===== src/rtl/wb_burst_master.sv =====
// ---------------------------------------------------------------------------
// wb_burst_master
//
// Converts a simple CPU-side request port into Wishbone cycles for the
// on-chip RAM slave. Single requests become classic cycles (cti 000) with
// byte selects. Line-fill read requests become incrementing bursts
// (cti 010, final beat 111) of BURST_LEN words. Every acknowledged beat is
// returned as a one-cycle registered response. A watchdog aborts any cycle
// whose slave never acknowledges.
//
// Request handshake: a request transfers on a rising edge where
// req_i & req_rdy_o are both 1. req_rdy_o is high only while idle. The
// requester holds req_i and its fields stable until that edge. There is no
// back-pressure on the response side: rsp_valid_o pulses once per beat.
//
// Ports
//   clk_i, rst_i        clock, synchronous active-high reset
//   req_*               request port (valid/ready, see above)
//   rsp_valid_o         one-cycle pulse per completed beat
//   rsp_dat_o           read data of the beat (holds otherwise)
//   rsp_last_o          final beat of an access (always 1 for singles)
//   rsp_err_o           beat ended by a watchdog abort
//   wb_*                Wishbone master port
//   dbg_state_o         current FSM state, for checkers
// ---------------------------------------------------------------------------
module wb_burst_master #(
    parameter int dat_width = 32,
    parameter int adr_width = 10,
    parameter int BURST_LEN = 4,
    parameter int TIMEOUT   = 255
) (
    input  logic                 clk_i,
    input  logic                 rst_i,
    input  logic                 req_i,
    input  logic                 req_we_i,
    input  logic                 req_burst_i,
    input  logic [adr_width-1:0] req_adr_i,
    input  logic [dat_width-1:0] req_dat_i,
    input  logic [3:0]           req_sel_i,
    output logic                 req_rdy_o,
    output logic                 rsp_valid_o,
    output logic [dat_width-1:0] rsp_dat_o,
    output logic                 rsp_last_o,
    output logic                 rsp_err_o,
    output logic [adr_width-1:0] wb_adr_o,
    output logic [dat_width-1:0] wb_dat_o,
    input  logic [dat_width-1:0] wb_dat_i,
    output logic                 wb_we_o,
    output logic [3:0]           wb_sel_o,
    output logic                 wb_cyc_o,
    output logic                 wb_stb_o,
    output logic [2:0]           wb_cti_o,
    input  logic                 wb_ack_i,
    output logic [1:0]           dbg_state_o
);

    typedef enum logic [1:0] {
        IDLE   = 2'd0,
        SINGLE = 2'd1,
        BURST  = 2'd2
    } state_t;

    localparam int             KW      = $clog2(BURST_LEN);
    localparam logic [KW-1:0]  K_LAST  = KW'(BURST_LEN - 1);
    localparam logic [KW-1:0]  K_PEN   = KW'(BURST_LEN - 2);
    // Abort fires on the edge where the no-ack count would reach TIMEOUT,
    // so cyc is held for exactly TIMEOUT cycles without an ack.
    localparam logic [7:0]     WD_LAST = 8'(TIMEOUT - 1);

    localparam logic [2:0] CTI_CLASSIC = 3'b000;
    localparam logic [2:0] CTI_INCR    = 3'b010;
    localparam logic [2:0] CTI_END     = 3'b111;

    state_t                 state_q, state_d;
    logic [adr_width-1:0]   adr_q, adr_d;
    logic [dat_width-1:0]   dat_q, dat_d;
    logic                   we_q, we_d;
    logic [3:0]             sel_q, sel_d;
    logic                   cyc_q, cyc_d;
    logic [2:0]             cti_q, cti_d;
    logic [KW-1:0]          k_q, k_d;
    logic [7:0]             wd_q, wd_d;
    logic                   rdy_q, rdy_d;
    logic                   rsp_valid_q, rsp_valid_d;
    logic                   rsp_last_q, rsp_last_d;
    logic                   rsp_err_q, rsp_err_d;
    logic [dat_width-1:0]   rsp_dat_q, rsp_dat_d;

    always_ff @(posedge clk_i) begin
        if (rst_i) begin
            state_q     <= IDLE;
            adr_q       <= '0;
            dat_q       <= '0;
            we_q        <= 1'b0;
            sel_q       <= 4'b0000;
            cyc_q       <= 1'b0;
            cti_q       <= CTI_CLASSIC;
            k_q         <= '0;
            wd_q        <= '0;
            rdy_q       <= 1'b1;
            rsp_valid_q <= 1'b0;
            rsp_last_q  <= 1'b0;
            rsp_err_q   <= 1'b0;
            rsp_dat_q   <= '0;
        end else begin
            state_q     <= state_d;
            adr_q       <= adr_d;
            dat_q       <= dat_d;
            we_q        <= we_d;
            sel_q       <= sel_d;
            cyc_q       <= cyc_d;
            cti_q       <= cti_d;
            k_q         <= k_d;
            wd_q        <= wd_d;
            rdy_q       <= rdy_d;
            rsp_valid_q <= rsp_valid_d;
            rsp_last_q  <= rsp_last_d;
            rsp_err_q   <= rsp_err_d;
            rsp_dat_q   <= rsp_dat_d;
        end
    end

    always_comb begin
        state_d     = state_q;
        adr_d       = adr_q;
        dat_d       = dat_q;
        we_d        = we_q;
        sel_d       = sel_q;
        cyc_d       = cyc_q;
        cti_d       = cti_q;
        k_d         = k_q;
        wd_d        = wd_q;
        rsp_valid_d = 1'b0;
        rsp_last_d  = 1'b0;
        rsp_err_d   = 1'b0;
        rsp_dat_d   = rsp_dat_q;

        case (state_q)
            IDLE: begin
                if (req_i) begin
                    adr_d = req_adr_i;
                    dat_d = req_dat_i;
                    cyc_d = 1'b1;
                    k_d   = '0;
                    wd_d  = '0;
                    if (req_burst_i && !req_we_i) begin
                        state_d = BURST;
                        we_d    = 1'b0;
                        sel_d   = 4'b1111;
                        cti_d   = CTI_INCR;
                    end else begin
                        state_d = SINGLE;
                        we_d    = req_we_i;
                        sel_d   = req_sel_i;
                        cti_d   = CTI_CLASSIC;
                    end
                end
            end

            SINGLE: begin
                if (wb_ack_i) begin
                    cyc_d       = 1'b0;
                    state_d     = IDLE;
                    rsp_valid_d = 1'b1;
                    rsp_last_d  = 1'b1;
                    if (!we_q) begin
                        rsp_dat_d = wb_dat_i;
                    end
                end else if (wd_q == WD_LAST) begin
                    cyc_d       = 1'b0;
                    state_d     = IDLE;
                    rsp_valid_d = 1'b1;
                    rsp_last_d  = 1'b1;
                    rsp_err_d   = 1'b1;
                end else begin
                    wd_d = wd_q + 8'd1;
                end
            end

            BURST: begin
                if (wb_ack_i) begin
                    rsp_valid_d = 1'b1;
                    rsp_dat_d   = wb_dat_i;
                    adr_d       = adr_q + adr_width'(1);
                    wd_d        = '0;
                    if (k_q == K_LAST) begin
                        cyc_d      = 1'b0;
                        cti_d      = CTI_CLASSIC;
                        state_d    = IDLE;
                        rsp_last_d = 1'b1;
                    end else begin
                        k_d = k_q + KW'(1);
                        // cti is registered, so flag the end one beat early.
                        if (k_q == K_PEN) begin
                            cti_d = CTI_END;
                        end
                    end
                end else if (wd_q == WD_LAST) begin
                    cyc_d       = 1'b0;
                    cti_d       = CTI_CLASSIC;
                    state_d     = IDLE;
                    rsp_valid_d = 1'b1;
                    rsp_last_d  = 1'b1;
                    rsp_err_d   = 1'b1;
                end else begin
                    wd_d = wd_q + 8'd1;
                end
            end

            default: begin
                state_d = IDLE;
                cyc_d   = 1'b0;
            end
        endcase

        rdy_d = (state_d == IDLE);
    end

    assign req_rdy_o   = rdy_q;
    assign rsp_valid_o = rsp_valid_q;
    assign rsp_dat_o   = rsp_dat_q;
    assign rsp_last_o  = rsp_last_q;
    assign rsp_err_o   = rsp_err_q;
    assign wb_adr_o    = adr_q;
    assign wb_dat_o    = dat_q;
    assign wb_we_o     = we_q;
    assign wb_sel_o    = sel_q;
    assign wb_cyc_o    = cyc_q;
    assign wb_stb_o    = cyc_q;
    assign wb_cti_o    = cti_q;
    assign dbg_state_o = state_q;

endmodule


===== config.mk =====
export PLATFORM = sky130hd
export DESIGN_NAME = wb_burst_master
export DESIGN_NICKNAME = d
export VERILOG_FILES = /design/src/rtl/wb_burst_master.sv
export SDC_FILE = /design/constraint.sdc
export NUM_CORES = 1
export LEC_CHECK = 0
export ABC_AREA = 1
export CAP_MARGIN = 20
export CORE_MARGIN = 4
export CORE_UTILIZATION = 46
export CTS_CLUSTER_SIZE = 24
export DETAILED_ROUTE_END_ITERATION = 10
export GPL_TIMING_DRIVEN = 0
export PLACE_DENSITY = 0.87
export SLEW_MARGIN = 5
export SYNTH_ARGS = -nofsm -noshare
export SYNTH_HDL_FRONTEND = slang
export SYNTH_SLANG_ARGS = --single-unit

===== constraint.sdc =====
create_clock -name clk_i -period 4.5 [get_ports clk_i]
set_input_delay 0.9 -clock clk_i [delete_from_list [all_inputs] [get_ports clk_i]]
set_output_delay 0.9 -clock clk_i [all_outputs]
set_load 0.01 [all_outputs]

==> impl_metrics.tcl, run 1 <==
set metrics [dict create \
    internal_power_uw 1440 \
    timing.final.setup_violations 0 \
    post-route-period-util_pct 50.8 \
    timing.hold.worst.class "flop to flop" \
    layout_commonest_cell "clkdlybuf4s50_1" \
    timing.rr.end "rsp_dat_o[21]$_SDFFE_PP0P_" \
    cts.sink_count 98 \
    tritoncts "yes" \
    die_width_um 102 \
    cts_made_buffers 9 \
    final_standard_cell_count_with_taps_included_and_fillers_excluded 853 \
    hold_end "rsp_dat_o[2]$_SDFFE_PP0P_" \
    cp_max_fo 7 \
    cts.repair_timing.setup_buffer_count 0 \
    worst_skew_pair.late_latency_ns 0.35 \
    ys_warn_count 0 \
    placedInstanceArea_sq_um 5960 \
    root_buffer "clkbuf_8" \
    cp_data_arrival_time_ns 2.57 \
    clock_skew_ns 0.0101 \
    hold-path-cell-count 2 \
    clockPowerShare_pct 28.8 \
    postSynthRegisterBits 98 \
    sequential_fraction_of_the_synthesis_area_pct 47.9 \
    ir_worst_vdd_mv 0.175 \
    syn2layout_area_growth_pct 50.6 \
    die_h_um 102 \
    place.port_buffers 173 \
    final.setup.tns_ns 0 \
    drt-initial-drc-count 373 \
    globalRouteTotalUtil_pct 23.6 \
    grt_pass1_wl_um 19900 \
    crit_path_end_kind "flop" \
    fin_crit_ns 2.29 \
    grt_total_ovfl 0 \
    route.detailed.wl_per_inst_um 14.5 \
    grt_start_max_net_pins 18 \
    floorplan.initialDensity_pct 47.2 \
    reg2reg_setup_slack_ns 2.49 \
    routed_wirelength_um 12300 \
    detail_route.vias_per_cell 5.12 \
    antenna_found_initial 0 \
    max_freq_mhz 437 \
    status "completed" \
    commonest_non_fill_non_tap_cells_in_the_layout "clkdlybuf4s50_1 (173), nor2_1 (100), dfxtp_1 (98)" \
    reg2regPathDepth 9 \
    pd_cells_nw_per_um2 324 \
    cts.clk_slew.worst_paths_ns 0.10 \
    cts-root-to-sink-buffers 2 \
    static-leakage-power_uw 0.00241 \
    data_required_time_of_the_critical_path_ns 4.78 \
    slew_violations 0 \
    ant_nets 0 \
    netSwitchingPower_uw 558 \
    power.share.combinational_pct 22.2 \
    sw_share_pct 28.0 \
    fp-row-count 34 \
    relSlewSlack_pct 63.7 \
    first_global_vias 4211 \
    crit-reg2reg-launch "dbg_state_o[0]$_SDFF_PP0_" \
    post_synth_instance_area_sq_um 4090 \
    worstSetupStartpointType "input pin" \
    post_synth.cell_area_avg_sq_um 7.36 \
    critPathKind "input pin to flop" \
    hold_buffers_post_cts 0 \
    slew_at_the_pin_closest_to_its_max_slew_limit_ns 0.544 \
    boundaryPins 174 \
    seqPwrFrac_pct 49.0 \
    design.core.area_sq_um 8680 \
    rsz0062_at_grt "no" \
    synthCells 556 \
    synthesized_net_count 649 \
    place.detailed.hpwl_um 9590 \
    final_layout_size_suffix_gt1_share_pct 5.50 \
    worst_hold_startpoint "rsp_dat_o[2]$_SDFFE_PP0P_" \
    finalHoldViolations 0 \
    diodes 0 \
    gpl.final_weighted_congestion 0.834 \
    max_cap_violations 0 \
    finalInstanceArea_sq_um 6160 \
    cts-resized-gates 0 \
    firstDrtPassIters 6 \
    post-route-drc-count 0 \
    die-area_sq_um 10500 \
    place.detailed.instances 837 \
    layout.nets 833 \
    htree_levels 3 \
    yosys.cell_types.count 30 \
    routed-via-count 4371 \
]
==> flip-flops by register name, summed over array words and instances, names as in the netlist <==
register,count
dbg_state_o,2
k_q,2
req_rdy_o,1
rsp_dat_o,32
rsp_err_o,1
rsp_last_o,1
rsp_valid_o,1
wb_adr_o,10
wb_cti_o,2
wb_cyc_o,1
wb_dat_o,32
wb_sel_o,4
wb_we_o,1
wd_q,8
==> how the worst max path moves through the flow <==
stage / slack (ns) / cells after the start / endpoint / from
2_1_floorplan: 2.79 / 7 / wd_q[4]$_SDFFE_PP0P_ / wb_ack_i
3_3_place_gp: 1.96 / 8 / wd_q[4]$_SDFFE_PP0P_ / wb_ack_i
3_5_place_dp: 1.92 / 8 / wd_q[4]$_SDFFE_PP0P_ / wb_ack_i
4_1_cts: 2.18 / 2 / wb_stb_o / wb_cyc_o$_SDFFE_PP0P_
5_1_grt: 2.11 / 8 / wd_q[5]$_SDFFE_PP0P_ / wb_ack_i
6_report: 2.21 / 8 / wd_q[4]$_SDFFE_PP0P_ / wb_ack_i
==> per-stage QoR <==
step | utilization, % | power (uW) | hold slack, ns | worst slack (ns)
5_1_grt | 71.0 | 2100 | 0.470 | 2.11
6_report | 71.0 | 2000 | 0.449 | 2.21
2_1_floorplan | - | 1180 | 0.458 | 2.79
4_1_cts | 71.0 | 2010 | 0.451 | 2.18
3_3_place_gp | 68.7 | 1420 | 0.430 | 1.96
3_5_place_dp | 68.7 | 1440 | 0.436 | 1.92
==> routing by layer <==
layer  vias to the layer above  track usage [%]  wire length [um]
met4                         0             7.27               269
met1                      2010             28.1              4730
met3                        25             5.05              1010
met5                         -                0                 0
met2                       184             42.6              6340
li1                       2152                -                 -
==> critical path: stages <==
cell	delay (ns)
clkdlybuf4s50_1	0.57
nand2_1	0.12
nand2_1	0.05
nor2_1	0.19
inv_1	0.18
nor2_2	0.27
o21ai_0	0.14
a21oi_1	0.14
==> power by group through the flow <==
stage	logic, uW	clock network, uW	registers (uW)
4_1_cts	445	587	977
6_report	443	576	977
5_1_grt	487	625	987
3_5_place_dp	442	0	998
3_3_place_gp	429	0	994
2_1_floorplan	159	0	1020
==> layout make-up <==
type,count,area [sq um]
plain buffers,30,141
clock buffers,10,128
clock inverters,6,75.1
fillers,684,2520
inverters,64,240
multi-input cells,364,1750
flip-flops and latches,98,1960
well taps,108,135
repair buffers,173,1730
==> cells by family (layout without fill, tap and decap cells) <==
group / count (synthesis) / in the layout / synth area share [%]
simple gates: 207 / 207 / 20.4
compound gates: 146 / 146 / 19.2
flops: 98 / 98 / 47.9
buf+inv: 94 / 283 / 9.32
fa+ha+maj: 9 / 9 / 2.75
xor+xnor: 2 / 2 / 0.428
==> Yosys cell counts <==
master | number | share of area (%)
o21ai_2 | 3 | 0.64
clkbuf_1 | 17 | 1.6
buf_2 | 8 | 0.98
a21oi_1 | 53 | 6.5
inv_1 | 63 | 5.8
xnor2_1 | 2 | 0.43
a31oi_1 | 1 | 0.15
or2_2 | 1 | 0.15
o211ai_1 | 2 | 0.37
dfxtp_1 | 98 | 48
or3_1 | 1 | 0.15
o221a_2 | 4 | 1.1
a211oi_1 | 3 | 0.55
nand2_1 | 76 | 7.0
buf_6 | 1 | 0.28
nor2_2 | 2 | 0.31
o21ai_0 | 78 | 9.5
nand3b_1 | 2 | 0.37
nand3_2 | 1 | 0.24
or2_1 | 1 | 0.15
nand3_1 | 20 | 2.4
nand2_2 | 2 | 0.31
o21a_1 | 1 | 0.18
o22ai_1 | 1 | 0.15
nor2_1 | 100 | 9.2
inv_2 | 1 | 0.092
buf_1 | 1 | 0.092
nor3_1 | 1 | 0.12
ha_1 | 9 | 2.8
buf_4 | 3 | 0.55
Power figures use the tool's default switching activity.
==> run 2: changes to the inputs <==
--- a/config.mk
+++ b/config.mk
@@ -8,11 +8,11 @@
 export ABC_AREA = 1
 export CAP_MARGIN = 20
 export CORE_MARGIN = 4
-export CORE_UTILIZATION = 46
+export CORE_UTILIZATION = 38
 export CTS_CLUSTER_SIZE = 24
 export DETAILED_ROUTE_END_ITERATION = 10
 export GPL_TIMING_DRIVEN = 0
-export PLACE_DENSITY = 0.87
+export PLACE_DENSITY = 0.77
 export SLEW_MARGIN = 5
 export SYNTH_ARGS = -nofsm -noshare
 export SYNTH_HDL_FRONTEND = slang
==> constraint.sdc (replaced) <==
create_clock -name clk_i -period 1.95 [get_ports clk_i]
set_input_delay 0.39 -clock clk_i [delete_from_list [all_inputs] [get_ports clk_i]]
set_output_delay 0.39 -clock clk_i [all_outputs]
set_load 0.01 [all_outputs]
==> run 2 against run 1 <==
Count of clock-buffer cells in the layout rose by 2. Worst setup slack got worse by 2.0 ns. Register-to-register slack got worse by 2.3 ns. Sequential power rose by 130%. Power rose by 140%. Critical path type is now flop to flop. Largest cell class unchanged. Largest power group unchanged.
==> impl_metrics.tcl, run 2 (synthesis results as in run 1) <==
set metrics [dict create \
    status "completed" \
    boundaryPins 174 \
    worst_skew_pair.late_latency_ns 0.35 \
    static-leakage-power_uw 0.00244 \
    routed-via-count 4283 \
    place.detailed.hpwl_um 9650 \
    gpl.final_weighted_congestion 0.846 \
    slew_at_the_pin_closest_to_its_max_slew_limit_ns 0.553 \
    pd_cells_nw_per_um2 761 \
    syn2layout_area_growth_pct 52.6 \
    finalInstanceArea_sq_um 6250 \
    timing.hold.worst.class "flop to flop" \
    data_required_time_of_the_critical_path_ns 2.19 \
    floorplan.initialDensity_pct 39.3 \
    reg2reg_setup_slack_ns 0.18 \
    n_fill_cell 927 \
    tritoncts "yes" \
    commonest_non_fill_non_tap_cells_in_the_layout "clkdlybuf4s50_1 (173), nor2_1 (100), dfxtp_1 (96)" \
    hold_end "rsp_dat_o[2]$_SDFFE_PP0P_" \
    die_width_um 112 \
    drt-initial-drc-count 300 \
    globalRouteTotalUtil_pct 19.3 \
    place_ws_ns -0.120 \
    first_global_vias 4100 \
    final.setup.tns_ns 0 \
    post-route-period-util_pct 90.7 \
    layout_commonest_cell "clkdlybuf4s50_1" \
    max_stage_delay_ns 0.35 \
    die_h_um 112 \
    max_freq_mhz 566 \
    final_layout_size_suffix_gt1_share_pct 6.44 \
    crit-reg2reg-launch "dbg_state_o[0]$_SDFF_PP0_" \
    grt_start_max_net_pins 16 \
    critPathKind "flop to flop" \
    diodes 0 \
    clock_skew_ns 0.00869 \
    hold-path-cell-count 2 \
    crit_path_end_kind "flop" \
    cts.repair_timing.setup_buffer_count 0 \
    relSlewSlack_pct 63.2 \
    cp_data_arrival_time_ns 2.01 \
    crit_path_top_delay_cell "dfxtp_2" \
    post-route-drc-count 0 \
    fp-row-count 37 \
    timing.rr.end "rsp_dat_o[9]$_SDFFE_PP0P_" \
    firstDrtPassIters 5 \
    fin_crit_ns 1.77 \
    critPathMostFrequentCell "inv_1" \
    grt_pass1_wl_um 19900 \
    path_cells "inv_1 -> ha_1 -> inv_1 -> buf_4 -> nand2_1 -> nand3_2 -> clkbuf_4 -> o21ai_0 -> a21oi_1" \
    layout.nets 833 \
    place.port_buffers 173 \
    detail_route.vias_per_cell 4.86 \
    finalHoldViolations 0 \
    die-area_sq_um 12500 \
    antenna_found_initial 0 \
    root_buffer "clkbuf_8" \
    worst_hold_startpoint "rsp_dat_o[2]$_SDFFE_PP0P_" \
    design.core.area_sq_um 10400 \
    cts-root-to-sink-buffers 2 \
    ir_worst_vdd_mv 0.386 \
    ant_nets 0 \
    cp_max_fo 10 \
    cts.sink_count 98 \
    multi_input_combinational_cell_area_sq_um 1760 \
    slew_violations 0 \
    max_cap_violations 0 \
    timing.final.setup_violations 0 \
    rsz0062_at_grt "no" \
    grt_total_ovfl 0 \
    worst_slack_ns 0.182 \
    reg2regPathDepth 9 \
    worst_hold_slack_ns 0.449 \
    placedInstanceArea_sq_um 5990 \
    worstSetupStartpointType "flop" \
    routed_wirelength_um 12500 \
    route.detailed.wl_per_inst_um 14.2 \
    htree_levels 3 \
    final-seq-area_sq_um 1960 \
    cts_made_buffers 9 \
    cts.clk_slew.worst_paths_ns 0.09 \
]
[run 2: what timing repair did]
item,CTS,global route
hold buffers,0,0
gates resized for setup,0,18
setup endpoints to repair,0,41
[run 2: worst max-delay path: cells and delay by family, from the launching register on]
kind	cells	cell delay, ns
fa+ha+maj	1	0.16
buf+inv	4	0.57
compound gates	2	0.26
flops	1	0.35
simple gates	2	0.30
[run 2: final cells by class]
cell class	instances	area share [%]
Sequential cell	98	31.5
Timing Repair Buffer	173	27.7
Buffer	30	2.42
Multi-Input combinational cell	364	28.2
Clock buffer	12	2.48
Inverter	64	3.85
Clock inverter	4	1.18
Tap cell	136	2.72
[run 2: how the worst max path moves through the flow]
stage | from | endpoint | slack, ns | cells after the start
after floorplan | dbg_state_o[0]$_SDFF_PP0_ | rsp_dat_o[12]$_SDFFE_PP0P_ | 0.34 | 8
after global placement | wb_ack_i | wd_q[4]$_SDFFE_PP0P_ | -0.08 | 8
after detailed placement | wb_ack_i | wd_q[4]$_SDFFE_PP0P_ | -0.12 | 8
after CTS | dbg_state_o[0]$_SDFF_PP0_ | rsp_dat_o[11]$_SDFFE_PP0P_ | 0.005 | 9
after global routing | dbg_state_o[0]$_SDFF_PP0_ | rsp_dat_o[11]$_SDFFE_PP0P_ | 0.03 | 9
final | dbg_state_o[0]$_SDFF_PP0_ | rsp_dat_o[9]$_SDFFE_PP0P_ | 0.18 | 9
[run 2: layer usage]
metal	vias up	track usage, %	part of all wire, %
met5	-	0	0
met2	155	33.7	50
met4	0	7.70	1.8
li1	2151	-	-
met1	1958	23.4	43
met3	19	3.42	5.7
[run 2: through the flow]
stage	instances	utilization, %	power, uW
finish	881	60.0	4760
global route	881	60.0	5000
floorplan	556	-	2730
CTS	881	59.7	4790
global placement	865	57.5	3290
detailed placement	865	57.5	3320
[run 2: power breakdown]
group	internal [uW]	leakage, uW	switching, uW
combinational	554	0.00152	475
clock	794	0.000117	680
sequential	2160	0.000806	95.2
